--- src/rtl/riscv_loader_pkg.sv ---
// Shared types and stream-format constants for the picorv32 instruction loader.
package riscv_loader_pkg;

  localparam int PAYLOAD_BITS = 32;
  localparam logic [3:0] MAGIC = 4'hA;

  // Header word layout: {tag, reserved, word count}
  localparam int TAG_HI = 31;
  localparam int TAG_LO = 28;
  localparam int N_HI   = 23;
  localparam int N_LO   = 0;

  typedef enum logic [2:0] {
    ST_IDLE  = 3'd0,
    ST_BASE  = 3'd1,
    ST_DATA  = 3'd2,
    ST_WRITE = 3'd3,
    ST_CHECK = 3'd4,
    ST_DONE  = 3'd5,
    ST_ERR   = 3'd6
  } loader_state_e;

endpackage

--- src/rtl/riscv_loader_byte_ser.sv ---
// Splits one 32-bit word into four little-endian byte writes on consecutive cycles,
// advancing a byte-address cursor that persists across words.
module riscv_loader_byte_ser #(
  parameter int ADDR_W = 24
) (
  input  logic              clk,
  input  logic              rst_n,
  input  logic              set_addr,
  input  logic [ADDR_W-1:0] base_addr,
  input  logic              load,
  input  logic [31:0]       word,
  output logic [ADDR_W-1:0] addr,
  output logic [7:0]        byte_data,
  output logic              wr_en,
  output logic              last
);

  logic [23:0] word_hi;
  logic [1:0]  idx;

  // High for the cycle that carries byte 3; the FSM leaves WRITE on this edge.
  assign last = wr_en & (idx == 2'd3);

  always_ff @(posedge clk or negedge rst_n) begin
    if (!rst_n) begin
      addr      <= '0;
      byte_data <= '0;
      wr_en     <= 1'b0;
      word_hi   <= '0;
      idx       <= '0;
    end else if (load) begin
      word_hi   <= word[31:8];
      byte_data <= word[7:0];
      idx       <= 2'd0;
      wr_en     <= 1'b1;
    end else if (wr_en) begin
      addr <= addr + ADDR_W'(1);
      if (idx == 2'd3) begin
        wr_en <= 1'b0;
      end else begin
        byte_data <= word_hi[{idx, 3'b000} +: 8];
        idx       <= idx + 2'd1;
      end
    end else if (set_addr) begin
      addr <= base_addr;
    end
  end

endmodule

--- src/rtl/riscv_instr_loader.sv ---
// Boot-time loader: receives a checksummed instruction image on a 32-bit stream,
// writes it byte-wise into picorv32 instruction memory, then releases the core.
module riscv_instr_loader #(
  parameter int         ADDR_W       = 24,
  parameter int         PAYLOAD_BITS = riscv_loader_pkg::PAYLOAD_BITS,
  parameter logic [3:0] MAGIC        = riscv_loader_pkg::MAGIC
) (
  input  logic                    clk_user,
  input  logic                    resetn,
  input  logic [PAYLOAD_BITS-1:0] din,
  input  logic                    val_in,
  output logic                    ready_upward,
  input  logic                    ap_start,
  output logic [ADDR_W-1:0]       instr_config_addr,
  output logic [7:0]              instr_config_din,
  output logic                    instr_config_wr_en,
  output logic                    core_resetn,
  output logic                    load_done,
  output logic                    load_err,
  output logic [2:0]              dbg_state
);
  import riscv_loader_pkg::*;

  // Stream handshake: a word moves on a rising clk_user edge where val_in and
  // ready_upward are both high; ready_upward depends on state only, never on val_in.

  loader_state_e            state;
  logic                     rdy_en;
  logic [23:0]              n_reg;
  logic [23:0]              cnt;
  logic [PAYLOAD_BITS-1:0]  xor_r;
  logic                     xfer;
  logic                     hdr_ok;
  logic                     set_addr;
  logic                     ser_load;
  logic                     ser_last;

  // rdy_en holds ready low until the first edge after reset release.
  assign ready_upward = rdy_en & (state != ST_WRITE);
  assign xfer         = val_in & ready_upward;
  assign hdr_ok       = (din[TAG_HI:TAG_LO] == MAGIC);
  assign set_addr     = xfer & (state == ST_BASE);
  assign ser_load     = xfer & (state == ST_DATA);
  assign dbg_state    = state;

  riscv_loader_byte_ser #(
    .ADDR_W (ADDR_W)
  ) u_byte_ser (
    .clk       (clk_user),
    .rst_n     (resetn),
    .set_addr  (set_addr),
    .base_addr (din[ADDR_W-1:0]),
    .load      (ser_load),
    .word      (din),
    .addr      (instr_config_addr),
    .byte_data (instr_config_din),
    .wr_en     (instr_config_wr_en),
    .last      (ser_last)
  );

  always_ff @(posedge clk_user or negedge resetn) begin
    if (!resetn) begin
      state       <= ST_IDLE;
      rdy_en      <= 1'b0;
      n_reg       <= '0;
      cnt         <= '0;
      xor_r       <= '0;
      load_done   <= 1'b0;
      load_err    <= 1'b0;
      core_resetn <= 1'b0;
    end else begin
      rdy_en      <= 1'b1;
      core_resetn <= (state == ST_DONE) & ap_start;
      case (state)
        ST_IDLE, ST_DONE, ST_ERR: begin
          if (xfer) begin
            if (hdr_ok) begin
              n_reg     <= din[N_HI:N_LO];
              cnt       <= '0;
              xor_r     <= '0;
              load_done <= 1'b0;
              load_err  <= 1'b0;
              state     <= ST_BASE;
            end else if (state == ST_IDLE) begin
              load_err <= 1'b1;
              state    <= ST_ERR;
            end
          end
        end
        ST_BASE: begin
          if (xfer) begin
            state <= (n_reg == 24'd0) ? ST_CHECK : ST_DATA;
          end
        end
        ST_DATA: begin
          if (xfer) begin
            xor_r <= xor_r ^ din;
            state <= ST_WRITE;
          end
        end
        ST_WRITE: begin
          if (ser_last) begin
            cnt   <= cnt + 24'd1;
            state <= (cnt + 24'd1 == n_reg) ? ST_CHECK : ST_DATA;
          end
        end
        ST_CHECK: begin
          if (xfer) begin
            if (din == xor_r) begin
              load_done <= 1'b1;
              state     <= ST_DONE;
            end else begin
              load_err <= 1'b1;
              state    <= ST_ERR;
            end
          end
        end
        default: state <= ST_IDLE;
      endcase
    end
  end

endmodule

--- config.mk ---
export PLATFORM = sky130hd
export DESIGN_NAME = riscv_instr_loader
export DESIGN_NICKNAME = d
export VERILOG_FILES = /design/src/rtl/riscv_loader_pkg.sv /design/src/rtl/riscv_loader_byte_ser.sv /design/src/rtl/riscv_instr_loader.sv
export SDC_FILE = /design/constraint.sdc
export NUM_CORES = 1
export LEC_CHECK = 0
export CAP_MARGIN = 20
export CORE_UTILIZATION = 52
export CTS_CLUSTER_DIAMETER = 100
export DETAILED_ROUTE_END_ITERATION = 7
export PLACE_DENSITY = 0.76
export SLEW_MARGIN = 5
export SYNTH_ARGS = -nofsm -noshare
export SYNTH_HDL_FRONTEND = slang
export SYNTH_SLANG_ARGS = --single-unit
--- constraint.sdc ---
create_clock -name clk_user -period 2.22 [get_ports clk_user]
set_clock_uncertainty 0.05 [all_clocks]
set_input_delay 0.666 -clock clk_user [delete_from_list [all_inputs] [get_ports clk_user]]
set_output_delay 0.666 -clock clk_user [all_outputs]
set_load 0.01 [all_outputs]
==> results.toml <==
[finish]
multi_input_area_mm2 = 0.00432
num_antenna_cells = 0
postLayoutCoreUtil = 0.731
seqCellArea_mm2 = 0.00367
drive_gt1_frac = 0.246
n_fill_cell = 1059
syn_to_final_growth_pct = 38.2
largest_register = "xor_r"
final_area_mm2 = 0.0111
largest_register_ffs = 32
nets = 1163
instances_no_fill = 1324

[yosys]
synth_warnings = 0
ys_ff_latch = 146
syn_nets = 959
synthArstFlopShare = 1.00
syn_avg_cell_area_um2 = 8.71
syn-cell-area_mm2 = 0.00801
synth_edf_count = 0
synth-seq-area-share = 0.456
synth_cells = 920
ys_types = 57
synth_ff_type = "dfrtp_1"

[timing]
finalCritPeriodShare = 1.12
finalSetupViolCount = 2
fmax_mhz = 401
setup_ws_ns = -0.276
post-route-min-period_ns = 2.50
rsz0062_at_grt = "true"
finalMaxSlewViolations = 0
final_hold_viol_count = 0

[critical_path]
required_ns = 2.48
timing.rr.end = "dbg_state[1]"
reg2reg_slack_ns = -0.28
reg2reg_depth = 10
critPathLaunchType = "flop"
crit_fanout = 4
arrival_ns = 2.76
end_kind = "flop"
crit-reg2reg-launch = "cnt[1]"
critical_path_class = "flop to flop"

[placement]
post-place-cells = 1276
dpl.hpwl_mm = 17.0
postPlaceCellArea_mm2 = 0.0100
port_buffers = 75
gp_congestion = 0.889

[cts]
cts_sinks = 146
root_buffer = "clkbuf_16"
cts_buffers = 17
cts_max_level = 4
holdBufCountCts = 0
clk_pin_slew_worst_paths_ns = 0.06
cts_tree = "built"
cts_buffer_depth = 2
clk_latency_ns = 0.43

[route]
drc = 0
viasPerCell = 5.95
vias = 7884
drtIter0Drc = 856
wl_per_cell_um = 18.4
ant_nets = 0
totalWireLength_mm = 24.4
drt_pre_antenna_iters = 5

[global_routing]
grt_pass1_vias = 7611
grt_pass1_wl_mm = 39.4
grt.overflow.total = 0
grtUsageTotal = 0.322
grt_max_degree = 58
antenna_found_initial = 0

[pwr]
swShare = 0.371
vdd.ir_drop.worst_v = 0.000711
clkPwrFrac = 0.231
power.switching_mw = 5.18
powerDensity_mw_per_mm2 = 1260
power_frac_seq = 0.339
leakagePower_nw = 5.11
comb_power_share = 0.430
p_int_mw = 8.80

[run]
drv_cap = 0

[floorplanning]
core_area_mm2 = 0.0151
rows = 45
initial_core_util = 0.529
die_w_um = 126
die_h_um = 126
num_io_pins = 76
die_area_mm2 = 0.0159

[status]
violations = "setup timing"
status = "complete, but fails checks"

[min_path]
hold_path.class = "primary input to asynchronous set/reset pin"
worst max path at each step:
| stage | cells after the start | end | slack (ns) | start |
|---|---|---|---|---|
| 2_1_floorplan | 11 | dbg_state[1] | -0.19 | cnt[7] |
| 3_3_place_gp | 10 | dbg_state[0] | -0.67 | din[31] |
| 3_5_place_dp | 10 | dbg_state[0] | -0.77 | din[21] |
| 4_1_cts | 10 | dbg_state[1] | -0.24 | cnt[1] |
| 5_1_grt | 12 | dbg_state[1] | -0.39 | cnt[0] |
| 6_report | 10 | dbg_state[1] | -0.28 | cnt[1] |
cell type report:
| type | count | area share |
|---|---|---|
| Clock buffer | 20 | 0.0412 |
| Clock inverter | 11 | 0.0181 |
| Inverter | 8 | 0.00305 |
| Multi-Input combinational cell | 708 | 0.390 |
| Sequential cell | 146 | 0.331 |
| Tap cell | 188 | 0.0212 |
| Timing Repair Buffer | 243 | 0.195 |
layout by cell type (no fill, tap or decap), drive strengths merged, types with 2 or more instances in the layout:
| cell type | Yosys | final |
|---|---|---|
| a21oi | 51 | 51 |
| a31oi | 2 | 2 |
| and2 | 6 | 6 |
| and3 | 13 | 13 |
| and4 | 2 | 2 |
| buf | 10 | 168 |
| bufinv | 0 | 5 |
| clkbuf | 48 | 21 |
| clkdlybuf4s50 | 0 | 42 |
| clkinvlp | 0 | 3 |
| dfrtp | 146 | 146 |
| dlygate4sd2 | 0 | 20 |
| dlymetal6s2s | 0 | 11 |
| ha | 3 | 3 |
| inv | 8 | 10 |
| mux2 | 25 | 25 |
| mux2i | 25 | 25 |
| nand2 | 167 | 167 |
| nand2b | 2 | 2 |
| nand3 | 36 | 36 |
| nand3b | 3 | 3 |
| nand4 | 13 | 13 |
| nor2 | 57 | 57 |
| nor2b | 4 | 4 |
| nor3 | 18 | 18 |
| nor4 | 19 | 19 |
| o2111ai | 2 | 2 |
| o211ai | 2 | 2 |
| o21a | 2 | 2 |
| o21ai | 124 | 124 |
| o21bai | 2 | 2 |
| o22ai | 27 | 27 |
| o31a | 3 | 3 |
| o31ai | 9 | 9 |
| or2 | 4 | 4 |
| or3 | 2 | 2 |
| or4 | 2 | 2 |
| xnor2 | 20 | 20 |
| xor2 | 49 | 49 |
worst max-delay path: stages, from the launching register on:
cell	delay [ns]
dfrtp_1	0.42
ha_4	0.18
and4_4	0.25
nand4_1	0.17
o31a_1	0.32
nor4_1	0.27
nand4_1	0.15
nor4_2	0.18
buf_4	0.18
o21ai_2	0.05
and2_1	0.16
metal layers:
metal / share of wire / global-route usage / vias up
met5: 0 / 0 / -
met4: 0.040 / 0.165 / 0
met3: 0.071 / 0.0637 / 64
met2: 0.48 / 0.515 / 338
met1: 0.41 / 0.416 / 3812
li1: - / - / 3670
cells in the mapped netlist, types with 2 or more instances:
cell type,number,area share
a21oi_1,51,0.032
a31oi_1,2,0.0016
and2_1,5,0.0039
and3_1,13,0.010
and4_1,2,0.0022
buf_1,3,0.0014
buf_2,5,0.0031
buf_6,2,0.0028
clkbuf_1,48,0.022
dfrtp_1,146,0.46
ha_1,3,0.0047
inv_1,8,0.0037
mux2_2,25,0.035
mux2i_1,25,0.031
nand2_1,167,0.078
nand2b_1,2,0.0016
nand3_1,34,0.021
nand3_2,2,0.0025
nand3b_1,3,0.0028
nand4_1,13,0.010
nor2_1,57,0.027
nor2b_1,4,0.0031
nor3_1,17,0.011
nor4_1,18,0.014
o2111ai_1,2,0.0022
o211ai_1,2,0.0019
o21a_1,2,0.0019
o21ai_0,115,0.072
o21ai_1,9,0.0056
o21bai_1,2,0.0019
o22ai_1,27,0.021
o31a_1,3,0.0033
o31ai_1,9,0.0084
or2_2,3,0.0023
or3_1,2,0.0016
xnor2_1,20,0.022
xor2_1,49,0.054
timing repair:
action                     4_1_cts  5_1_grt
gates cloned                     1        0
gates resized for setup         58       35
buffers inserted                10        6
pin swaps                       13       14
setup endpoints to repair       31       64
per-stage QoR:
stage,setup slack (ns),total power [mW],hold slack [ns],TNS [ns]
global placement,-0.674,9.97,0.410,-38.34
CTS,-0.236,13.8,0.0922,-0.446
finish,-0.276,14.0,0.0937,-0.504
detailed placement,-0.771,10.2,0.413,-41.34
global route,-0.392,14.7,0.113,-0.737
floorplan,-0.187,7.58,0.320,-0.304
kinds of logic after synthesis:
kind of cell,count (synthesis),synth area share
other cells,1,0.000468
mux,50,0.0664
compound gates,235,0.163
fa+ha+maj,3,0.00468
xor+xnor,69,0.0754
flops,146,0.456
buf+inv,66,0.0336
simple gates,350,0.200
power by group through the flow:
| stage | combinational (mW) | sequential, mW | clock [mW] |
|---|---|---|---|
| 6_report | 6.01 | 4.74 | 3.23 |
| 2_1_floorplan | 3.05 | 4.52 | 0 |
| 3_3_place_gp | 5.33 | 4.64 | 0 |
| 4_1_cts | 5.85 | 4.68 | 3.25 |
| 5_1_grt | 6.52 | 4.85 | 3.37 |
| 3_5_place_dp | 5.48 | 4.69 | 0 |
Note: power is estimated with default switching activity, not from simulation.
